## config.mk

```make
export PLATFORM = sky130hd
export DESIGN_NAME = keypad_scanner
export DESIGN_NICKNAME = d
export VERILOG_FILES = /design/src/rtl/keypad_scanner.sv
export SDC_FILE = /design/constraint.sdc
export NUM_CORES = 1
export LEC_CHECK = 0
export ABC_AREA = 1
export BUFFER_PORTS_ARGS = -buffer_cell sky130_fd_sc_hd__buf_4
export CAP_MARGIN = 30
export CORE_ASPECT_RATIO = 2
export CORE_UTILIZATION = 45
export DETAILED_ROUTE_END_ITERATION = 8
export GPL_ROUTABILITY_DRIVEN = 1
export SLEW_MARGIN = 5
export SYNTH_ARGS = -nofsm -noshare
export SYNTH_HDL_FRONTEND = slang
export SYNTH_SLANG_ARGS = --single-unit
export TNS_END_PERCENT = 10
```

## constraint.sdc

```tcl
create_clock -name i_clk -period 4.55 [get_ports i_clk]
set_clock_uncertainty 0.15 [all_clocks]
set_input_delay 0.91 -clock i_clk [delete_from_list [all_inputs] [get_ports i_clk]]
set_output_delay 0.91 -clock i_clk [all_outputs]
set_load 0.01 [all_outputs]
```

## src/rtl/keypad_scanner.sv

```systemverilog
// keypad_scanner: matrix keypad scan, debounce and one-entry key-code holding register.
// Optional auto-repeat while a key is held: define KEYPAD_REPEAT_EN.
module keypad_scanner #(
  parameter int ROWS         = 4,
  parameter int COLS         = 3,
  parameter int SCAN_DIV     = 4,
  parameter int DEBOUNCE_CNT = 8,
  parameter int REPEAT_DLY   = 64,
  parameter int REPEAT_RATE  = 16,
  localparam int CODE_W      = $clog2(ROWS*COLS)
) (
  input  logic              i_clk,
  input  logic              i_rst,
  input  logic [COLS-1:0]   i_col,
  input  logic              i_key_ack,
  output logic [ROWS-1:0]   o_row,
  output logic [CODE_W-1:0] o_key_code,
  output logic              o_key_valid,
  output logic              o_press,
  output logic              o_overrun
);

  localparam int RW = (ROWS > 1) ? $clog2(ROWS) : 1;
  localparam int CW = (COLS > 1) ? $clog2(COLS) : 1;
  localparam int SW = $clog2(SCAN_DIV);
  localparam int DW = (DEBOUNCE_CNT > 1) ? $clog2(DEBOUNCE_CNT) : 1;
  localparam int RL = (DEBOUNCE_CNT > 1) ? DEBOUNCE_CNT - 2 : 0;

  localparam logic [SW-1:0] DWELL_LAST = SW'(SCAN_DIV - 1);
  localparam logic [DW-1:0] DB_LAST    = DW'(DEBOUNCE_CNT - 1);
  localparam logic [DW-1:0] REL_LAST   = DW'(RL);
  localparam logic [RW-1:0] ROW_LAST   = RW'(ROWS - 1);

  typedef enum logic [1:0] {
    S_SCAN,
    S_DEBOUNCE,
    S_HELD,
    S_RELEASE
  } state_t;

  state_t r_state, w_state_nxt;

  logic [RW-1:0]     r_row, w_row_nxt, w_row_inc;
  logic [SW-1:0]     r_dwell, w_dwell_nxt;
  logic [CW-1:0]     r_col, w_col_nxt, w_col_lo;
  logic [DW-1:0]     r_cnt, w_cnt_nxt;
  logic [CODE_W-1:0] r_code, w_code;
  logic              r_valid;
  logic              r_ovr;
  logic              w_col_any;
  logic              w_hit;
  logic              w_load;
  logic              w_rep_clr;
  logic              w_rep_fire;

  always_comb begin
    w_col_lo = '0;
    for (int i = COLS - 1; i >= 0; i--) begin
      if (i_col[i]) w_col_lo = CW'(i);
    end
  end

  assign w_col_any = |i_col;
  assign w_hit     = i_col[r_col];
  assign w_row_inc = (r_row == ROW_LAST) ? '0 : r_row + 1'b1;
  assign w_code    = CODE_W'(int'(r_row) * COLS + int'(r_col));

  always_comb begin
    w_state_nxt = r_state;
    w_row_nxt   = r_row;
    w_dwell_nxt = r_dwell;
    w_col_nxt   = r_col;
    w_cnt_nxt   = r_cnt;
    w_load      = 1'b0;
    w_rep_clr   = 1'b0;
    unique case (r_state)
      S_SCAN: begin
        if (r_dwell == DWELL_LAST) begin
          w_dwell_nxt = '0;
          if (w_col_any) begin
            w_state_nxt = S_DEBOUNCE;
            w_col_nxt   = w_col_lo;
            w_cnt_nxt   = '0;
          end else begin
            w_row_nxt = w_row_inc;
          end
        end else begin
          w_dwell_nxt = r_dwell + 1'b1;
        end
      end
      S_DEBOUNCE: begin
        if (!w_hit) begin
          w_state_nxt = S_SCAN;
          w_row_nxt   = w_row_inc;
          w_dwell_nxt = '0;
        end else if (r_cnt == DB_LAST) begin
          w_state_nxt = S_HELD;
          w_load      = 1'b1;
          w_rep_clr   = 1'b1;
        end else begin
          w_cnt_nxt = r_cnt + 1'b1;
        end
      end
      S_HELD: begin
        // the first low cycle already counts toward the release window
        if (!w_hit) begin
          if (DEBOUNCE_CNT == 1) begin
            w_state_nxt = S_SCAN;
            w_row_nxt   = w_row_inc;
            w_dwell_nxt = '0;
          end else begin
            w_state_nxt = S_RELEASE;
            w_cnt_nxt   = '0;
          end
        end else begin
          w_load = w_rep_fire;
        end
      end
      S_RELEASE: begin
        if (w_hit) begin
          w_state_nxt = S_HELD;
          w_cnt_nxt   = '0;
          w_rep_clr   = 1'b1;
        end else if (r_cnt == REL_LAST) begin
          w_state_nxt = S_SCAN;
          w_row_nxt   = w_row_inc;
          w_dwell_nxt = '0;
        end else begin
          w_cnt_nxt = r_cnt + 1'b1;
        end
      end
      default: begin
        w_state_nxt = S_SCAN;
      end
    endcase
  end

  always_ff @(posedge i_clk or posedge i_rst) begin
    if (i_rst) begin
      r_state <= S_SCAN;
      r_row   <= '0;
      r_dwell <= '0;
      r_col   <= '0;
      r_cnt   <= '0;
    end else begin
      r_state <= w_state_nxt;
      r_row   <= w_row_nxt;
      r_dwell <= w_dwell_nxt;
      r_col   <= w_col_nxt;
      r_cnt   <= w_cnt_nxt;
    end
  end

  // a load on the ack edge wins: valid stays set and no overrun
  always_ff @(posedge i_clk or posedge i_rst) begin
    if (i_rst) begin
      r_code  <= '0;
      r_valid <= 1'b0;
      r_ovr   <= 1'b0;
    end else begin
      r_ovr <= 1'b0;
      if (w_load) begin
        r_code  <= w_code;
        r_valid <= 1'b1;
        r_ovr   <= r_valid & ~i_key_ack;
      end else if (i_key_ack) begin
        r_valid <= 1'b0;
      end
    end
  end

`ifdef KEYPAD_REPEAT_EN
  localparam int RMAX = (REPEAT_DLY > REPEAT_RATE) ? REPEAT_DLY : REPEAT_RATE;
  localparam int PW   = $clog2(RMAX + 1);

  logic [PW-1:0] r_rep_cnt, w_rep_last;
  logic          r_rep_first;

  assign w_rep_last = r_rep_first ? PW'(REPEAT_DLY - 1)
                                  : PW'(REPEAT_RATE - 1);
  assign w_rep_fire = (r_state == S_HELD) && (r_rep_cnt == w_rep_last);

  always_ff @(posedge i_clk or posedge i_rst) begin
    if (i_rst) begin
      r_rep_cnt   <= '0;
      r_rep_first <= 1'b1;
    end else if (w_rep_clr) begin
      r_rep_cnt   <= '0;
      r_rep_first <= 1'b1;
    end else if (r_state == S_HELD) begin
      if (w_rep_fire) begin
        r_rep_cnt   <= '0;
        r_rep_first <= 1'b0;
      end else begin
        r_rep_cnt <= r_rep_cnt + 1'b1;
      end
    end
  end
`else
  logic unused_rep;

  assign w_rep_fire = 1'b0;
  assign unused_rep = w_rep_clr ^ (REPEAT_DLY == REPEAT_RATE);
`endif

  assign o_row       = ROWS'(1) << r_row;
  assign o_key_code  = r_code;
  assign o_key_valid = r_valid;
  assign o_press     = (r_state == S_HELD) || (r_state == S_RELEASE);
  assign o_overrun   = r_ovr;

endmodule

```

* After elaboration in Yosys (flattened, before gate mapping)
Cells that the tools add are included.
** Operators by class
- $add $sub $neg :: 4
- Multiply operators :: 1
- Order comparisons :: 1
- Eq/ne operators :: 19
- Shifts and indexed selects :: 1
- Mux-type cells :: 38
- Bitwise logic cells :: 2
- Reduce and logical (&&, ||, !) cells :: 10
** Operators by type and width (number)
- $mux W2 :: 19
- $mux W3 :: 7
- $ne A2 B2 Y1 const B :: 9
- $pmux W2 S3 :: 2
- $pmux W3 S4 :: 1
- $reduce_and A6 Y1 :: 2
- $ne A3 B3 Y1 const B :: 3
- $eq A2 B2 Y1 const B :: 4
- $pmux W2 S4 :: 1
- $mux W1 :: 7
- $eq A3 B3 Y1 const B :: 2
- $reduce_and A5 Y1 :: 1
- $add A2 B1 Y2 const B :: 2
- $add A4 B2 Y4 :: 1
- $mul A2 B2 Y4 const B :: 1
- $reduce_and A4 Y1 :: 1
- $shl A1 B2 Y4 const A :: 1
- $add A3 B1 Y3 const B :: 1
- $lt A2 B3 Y1 const B :: 1
- $reduce_and A3 Y1 :: 1
- $reduce_bool A3 Y1 :: 1
- $reduce_or A3 Y1 :: 1
- $bmux W1 S2 :: 1
- $eq A2 B1 Y1 const B :: 1
- other kinds (5) :: 5
** Word-level totals
- Flip-flop bits (word level) :: 17
- Input port bits :: 6
- Output and inout bits :: 11

* Logic depth before layout (Yosys ltp)
Gate-level depths: netlist (run 1).
- Word-level depth :: 5
- Mapped depth :: 9

* Worst setup path before layout (run 1)
No wires, ideal clock.
- Path type :: reg2reg
- Start :: register r_row[0]
- End :: register r_code[2] (netlist: o_key_code[2])
- Library setup time :: 77 ps
- Arrival :: 1736 ps
- Path slack :: 2587 ps
- Cell stages (with the launch flop) :: 6
- Buffers on the path :: 0
- Period minus slack after synthesis :: 1963 ps
- Cells stage by stage :: dfrtp_1 -> fa_1 -> ha_1 -> fa_1 -> inv_1 -> o21ai_1
** Between the ends
- Longest elaborated chain between the ends :: 2
** Ends and longest elaborated chain
- start, declared :: RTL line 43 : logic [RW-1:0] r_row, w_row_nxt, w_row_inc;
- start signal, assigned :: RTL line 147 : r_row <= w_row_nxt;
- $mul A2 B2 Y4 :: RTL line 66 : assign w_code = CODE_W'(int'(r_row) * COLS + int'(r_col));
- $add A4 B2 Y4 :: RTL line 66
- via w_code[2] :: RTL line 47 : logic [CODE_W-1:0] r_code, w_code;
- end signal, assigned :: RTL line 163 : r_code <= w_code;
- end, declared :: RTL line 47
The timed path passes the listed nets, and every way through them passes these cells.
A chain may end at the register's enable or synchronous reset.

* Worst setup path after layout (run 1)
- Start :: register r_row[0]
- End :: output o_row[0]
** Between the ends
- Longest elaborated chain between the ends :: 1
** Ends and longest elaborated chain
- $shl A1 B2 Y4 :: RTL line 206 : assign o_row = ROWS'(1) << r_row;
- end, declared :: RTL line 16 : output logic [ROWS-1:0] o_row,
Every way passes these cells.

==> impl_metrics.json, run 1 <==
{
  "yosysWarnings": 0,
  "tritoncts": "yes",
  "min_to": "o_key_code[2]",
  "synth_area_per_cell_um2": 8.99,
  "layout.nets": 174,
  "track_usage": 0.188,
  "final_core_util": 0.552,
  "r2r_cells": 5,
  "hold_depth": 2,
  "maxCapViolCount": 0,
  "seq_area_frac_synth": 0.343,
  "synth-compound-area-share": 0.107,
  "syn_inst": 138,
  "postRouteAntennaNets": 0,
  "place_area_um2": 1370,
  "cp_slowest_stage_delay_ps": 500,
  "grt_pass1_vias": 989,
  "post_cts_resized": 0,
  "drv_slew": 0,
  "criticalPathCategory": "reg2out",
  "vias_per_cell": 5.17,
  "drtPass1Iterations": 4,
  "fin_setup_tns_ps": 0,
  "crit_family": "flip-flops",
  "place_congestion": 0.804,
  "worst_pin_slew_ps": 665,
  "r2r_start": "r_row[0]",
  "drive_gt1_frac": 0.310,
  "outcome": "finished clean",
  "fill_cells": 229,
  "synth_top_family_by_area": "simple AND/OR/NAND/NOR gates",
  "synth_commonest_cells": "nand2_1, dfrtp_1, inv_1, ha_1, o21ai_1",
  "synth.distinct_cells": 29,
  "hp-start": "o_key_code[2]",
  "timing.slew.headroom": 0.556,
  "numCtsBuffers": 3,
  "clkSinkCount": 17,
  "final_cell_area_um2": 1420,
  "num_rows": 26,
  "powerDensity_nw_per_um2": 643,
  "p_leak_nw": 0.722,
  "synth.top_cells.by_area": "dfrtp_1, ha_1, nand2_1",
  "antenna_found_initial": 0,
  "ys_ff_latch": 17,
  "fin_crit_ps": 2260,
  "synth_largest_area_cell": "dfrtp_1",
  "yosysMostFrequentCell": "nand2_1",
  "hold_buffers": 0,
  "crit_fanout": 7,
  "drt_wl_total_um": 2390,
  "crit_slowest_cell": "dfrtp_1",
  "holdWs_ps": 353,
  "die_x_um": 39.1,
  "postCtsSetupBuffers": 0,
  "gr-total-overflow": 0,
  "cts.htree.levels": 1,
  "setup_slack_ps": 2290,
  "dieArea_um2": 2980,
  "grt_pass1_wl_um": 4100,
  "io_buffers": 16,
  "dpl_worst_slack_ps": 2480,
  "drc": 0,
  "cp-end-kind": "output port",
  "ir_worst_vdd_uv": 410,
  "chipHeight_um": 76.3,
  "synth-simple-area-share": 0.327,
  "hp-class": "reg2reg",
  "r2r_setup_slack_ps": 2480,
  "drt_iter0_drc": 19,
  "num_antenna_cells": 0,
  "clock_path_buffers": 2,
  "place_hpwl_um": 1970,
  "syn_area_um2": 1240,
  "ys_async_sr_fraction": 1.00,
  "cp.buffers_inverters": 2,
  "yosysTopAreaCellShare": 0.343,
  "finalHoldViolations": 0,
  "synth_top_flop_cell": "dfrtp_1",
  "required_ps": 3490,
  "crit_arrival_ps": 1200,
  "period_share": 0.496,
  "clock.fmax_ghz": 0.443,
  "synth_enable_flop_cells": 0,
  "path_cells": "inv_1, ha_1, buf_4",
  "synth_fa_ha_area_frac": 0.133,
  "rsz0062_at_grt": "false",
  "worstReg2RegEnd": "o_key_code[2]",
  "start_kind": "flip-flop",
  "boundaryPins": 17,
  "setup_viol": 0,
  "path_clk_slew_ps": 70,
  "wl_per_cell_um": 13.0,
  "area_growth_pct": 14.3,
  "core_um2": 2570,
  "synthMuxAreaShare": 0,
  "start_util": 0.483,
  "clk_latency_ps": 250,
  "vias": 946,
  "synthXorXnorAreaFrac": 0,
  "clockRootBuffer": "clkbuf_8",
  "syn-num-nets": 156,
  "grt_max_degree": 18
}
cells by family (layout without fill, tap and decap cells):
family                   count (synthesis)  in the layout
AO/OA/AOI/OAI                           20             20
adder cells (fa/ha/maj)                 12             12
buffers and inverters                   24             41
flip-flops                              17             17
AND/OR/NAND/NOR                         65             65
metrics by stage:
step	power, mW	instances
detailed placement	0.804	179
global route	1.01	183
CTS	0.923	183
floorplan	0.698	138
global placement	0.786	179
finish	0.912	183
sequential cells by signal, summed over array words and instances, names as in the netlist, named ones only:
register     cells
r_col            2
r_cnt            3
o_overrun        1
r_state          1
r_row            2
o_key_code       4
o_key_valid      1
r_dwell          2
cell type report:
| cell class | count | area (um^2) | area share |
|---|---|---|---|
| Multi-Input combinational cell | 97 | 703 | 0.496 |
| Timing Repair Buffer | 16 | 120 | 0.0847 |
| Tap cell | 28 | 35.0 | 0.0247 |
| Sequential cell | 17 | 425 | 0.300 |
| Clock buffer | 3 | 41.3 | 0.0291 |
| Clock inverter | 1 | 7.51 | 0.00529 |
| Inverter | 21 | 86.3 | 0.0608 |
worst reg2reg max path, cell delays in order (launching register included):
cell	delay [ps]
dfrtp_1	480
fa_1	510
ha_1	220
fa_1	480
inv_1	40
o21ai_1	120
cells in the final DEF, fill, tap and decap left out:
| cell | count |
|---|---|
| nand2_1 | 31 |
| dfrtp_1 | 17 |
| inv_1 | 16 |
| buf_4 | 16 |
| ha_1 | 10 |
| o21ai_1 | 7 |
| nor2_1 | 6 |
| nand3_2 | 5 |
| nand3_1 | 5 |
| a21oi_1 | 5 |
| nand4_1 | 4 |
| nand2_4 | 3 |
| inv_2 | 3 |
| nand2_2 | 3 |
| o21ai_0 | 3 |
| clkbuf_8 | 3 |
| nand3_4 | 2 |
| o21ai_4 | 2 |
| nor2_4 | 2 |
| fa_1 | 2 |
| inv_4 | 1 |
| inv_6 | 1 |
| nor2_8 | 1 |
| nand2_8 | 1 |
| o21ai_2 | 1 |
| a21oi_2 | 1 |
| nor2_2 | 1 |
| nor3_2 | 1 |
| o21a_1 | 1 |
| clkinvlp_4 | 1 |
routing by layer:
metal,vias up,global-route usage,share of wire
met1,446,0.193,0.38
met2,16,0.340,0.58
met5,-,0,0
met3,6,0.0204,0.020
met4,0,0.0897,0.024
li1,478,-,-
report_power, final:
part / internal (mW) / switching, mW / leakage [nW]
registers: 0.199 / 0.0927 / 0.224
clock network: 0.0616 / 0.0552 / 0.0217
logic: 0.203 / 0.300 / 0.477
how the worst max path moves through the flow:
stage	from	to	slack, ps	depth (start not counted)
2_1_floorplan	r_row[0]	o_key_code[2]	2590	5
3_3_place_gp	i_col[1]	r_cnt[0]	2520	9
3_5_place_dp	r_row[0]	o_key_code[2]	2480	5
4_1_cts	r_row[0]	o_row[0]	2260	3
5_1_grt	r_row[0]	o_row[0]	2200	3
6_report	r_row[0]	o_row[0]	2290	3
(Power assumes the default switching activity.)
==> run 2: changes to the inputs <==
ABC_AREA = 0   (was 1)
CORE_ASPECT_RATIO = unset   (was 2)
PLACE_DENSITY = 0.66   (was unset)
clock period = 2.23 ns   (was 4.55 ns; I/O delays follow)
==> run 2 against run 1 <==
Compared with the run above:
- sequential power increased by 60%
- combinational power rose by 35%
- non-clock buffer count increased by 6
- highest routed layer unchanged
- hold slack got worse by 270 ps
- cell area down 11%
- critical path depth up 2
- utilization rose by 2.1 points
- synthesized cell count shrank 28%
==> impl_metrics.json, run 2 <==
{
  "outcome": "finished clean",
  "place_congestion": 0.791,
  "chipHeight_um": 50.4,
  "syn_inst": 100,
  "wl_met2_um": 992,
  "postCtsSetupBuffers": 0,
  "final_cell_mix": "buf_4, dfrtp_1, nor2_1, ha_1, inv_1",
  "clkSinkCount": 17,
  "r2r_start": "r_dwell[0]",
  "highest_layer": "met4",
  "syn_area_um2": 1050,
  "cp_slowest_stage_delay_ps": 440,
  "io_buffers": 16,
  "post_cts_resized": 0,
  "postRouteAntennaNets": 0,
  "p_leak_nw": 0.643,
  "hold_buffers": 0,
  "antenna_found_initial": 0,
  "synth_area_per_cell_um2": 10.5,
  "rsz0062_at_grt": "false",
  "finalHoldViolations": 0,
  "powerDensity_nw_per_um2": 1040,
  "clk_latency_ps": 300,
  "synth_largest_area_cell": "dfrtp_1",
  "clock.fmax_ghz": 0.466,
  "place_area_um2": 1240,
  "syn-num-nets": 118,
  "start_kind": "flip-flop",
  "vias_per_cell": 5.55,
  "seq_area_frac_synth": 0.404,
  "drc": 0,
  "drt_wl_total_um": 2060,
  "grt_pass1_vias": 815,
  "grt_pass1_wl_um": 3570,
  "dpl_worst_slack_ps": 111,
  "area_growth_pct": 20.4,
  "largest_reg_flops": 4,
  "numCtsBuffers": 3,
  "track_usage": 0.191,
  "ys_async_sr_fraction": 1.00,
  "drv_slew": 0,
  "yosysWarnings": 0,
  "criticalPathCategory": "reg2reg",
  "gr-total-overflow": 0,
  "die_x_um": 50.4,
  "start_util": 0.476,
  "synth.distinct_cells": 32,
  "setup_slack_ps": 82.9,
  "yosysTopAreaCellShare": 0.404,
  "drive_gt1_frac": 0.268,
  "grt_max_degree": 18,
  "r2r_cells": 5,
  "synth_commonest_cells": "dfrtp_1, ha_1, nor2_1, inv_1",
  "vias": 838,
  "hp-class": "in2async",
  "setup_viol": 0,
  "dieArea_um2": 2540,
  "clock_path_buffers": 2,
  "wl_per_cell_um": 13.7,
  "final_cell_area_um2": 1270,
  "clockRootBuffer": "clkbuf_4",
  "layout_commonest_cell": "buf_4",
  "num_antenna_cells": 0,
  "num_rows": 17,
  "ir_worst_vdd_uv": 687,
  "worst_pin_slew_ps": 654,
  "required_ps": 2270,
  "core_um2": 2210,
  "ys_ff_latch": 17,
  "drt-met1-wl_um": 953,
  "cp-end-kind": "flip-flop",
  "period_share": 0.963,
  "path_cells": "ha_1, or3b_1, or4_1, o211ai_2, mux2_1",
  "path_clk_slew_ps": 100,
  "synth_enable_flop_cells": 0,
  "boundaryPins": 17,
  "drtPass1Iterations": 4,
  "drt_iter0_drc": 19,
  "layout.nets": 142,
  "yosysMostFrequentCell": "dfrtp_1",
  "synth.top_cells.by_area": "dfrtp_1, ha_1, mux2_2",
  "fin_crit_ps": 2150,
  "synth_top_flop_cell": "dfrtp_1",
  "maxCapViolCount": 0,
  "tritoncts": "yes",
  "cts.htree.levels": 1,
  "worstReg2RegEnd": "r_row[1]",
  "r2r_setup_slack_ps": 80,
  "crit_arrival_ps": 2190,
  "holdWs_ps": 79.5,
  "crit_fanout": 4,
  "timing.slew.headroom": 0.564,
  "crit_slowest_cell": "or4_1",
  "place_hpwl_um": 1560,
  "fin_setup_tns_ps": 0,
  "dr_wl_met3_um": 72
}
run 2: cell count changes after synthesis, moves of 5 or more:
cell     previous run  this run
nand2_1            31         4
nand3_2             5         0
o21ai_1             7         1
inv_1              16         8
nand3_1             5         0
run 2: final cells by class:
cell class | count | area, um^2
well taps | 28 | 35.0
flip-flops and latches | 17 | 425
inverters | 8 | 30.0
clock buffers | 4 | 26.3
repair buffers | 22 | 165
multi-input cells | 72 | 587
fillers | 202 | 943
run 2: worst max path at each step:
| stage | start | to | slack [ps] | cells after the start |
|---|---|---|---|---|
| after global routing | r_dwell[0] | r_row[0] | 8 | 5 |
| after detailed placement | r_dwell[0] | r_row[1] | 110 | 5 |
| final | r_dwell[0] | r_row[1] | 80 | 5 |
| after CTS | r_dwell[0] | r_row[1] | 80 | 5 |
| after floorplan | r_row[0] | o_key_code[2] | 160 | 4 |
| after global placement | r_dwell[0] | r_row[0] | 170 | 5 |
run 2: worst max-delay path: cells and delay by family (launching register included):
| kind | cells | cell delay [ps] |
|---|---|---|
| AND/OR/NAND/NOR | 2 | 850 |
| flip-flops | 1 | 390 |
| multiplexers | 1 | 340 |
| adder cells (fa/ha/maj) | 1 | 210 |
| AO/OA/AOI/OAI | 1 | 100 |
run 2: through the flow:
| step | util | total power, mW | cells |
|---|---|---|---|
| floorplan | - | 0.929 | 100 |
| global placement | 0.562 | 1.14 | 147 |
| detailed placement | 0.562 | 1.16 | 147 |
| CTS | 0.574 | 1.33 | 151 |
| global route | 0.574 | 1.44 | 151 |
| finish | 0.574 | 1.32 | 151 |
run 2: cell families (layout without fill, tap and decap cells):
group,Yosys count,after routing,share of synthesized area
AOI/OAI and AO/OA,24,24,0.162
adders and majority gates,12,12,0.157
buffers and inverters,11,34,0.0392
DFF,17,17,0.404
muxes,9,9,0.0926
and+or+nand+nor,27,27,0.146
run 2: layer usage:
metal | GRT usage | vias to the layer above
met3 | 0.0182 | 5
met1 | 0.247 | 403
met5 | 0 | -
li1 | - | 409
met2 | 0.316 | 21
met4 | 0.0972 | 0
run 2: report_power, final:
part	internal [mW]	switching, mW	total [mW]	leakage [nW]
clock	0.0697	0.100	0.170	0.0150
combinational	0.325	0.356	0.680	0.404
sequential	0.396	0.0698	0.466	0.224
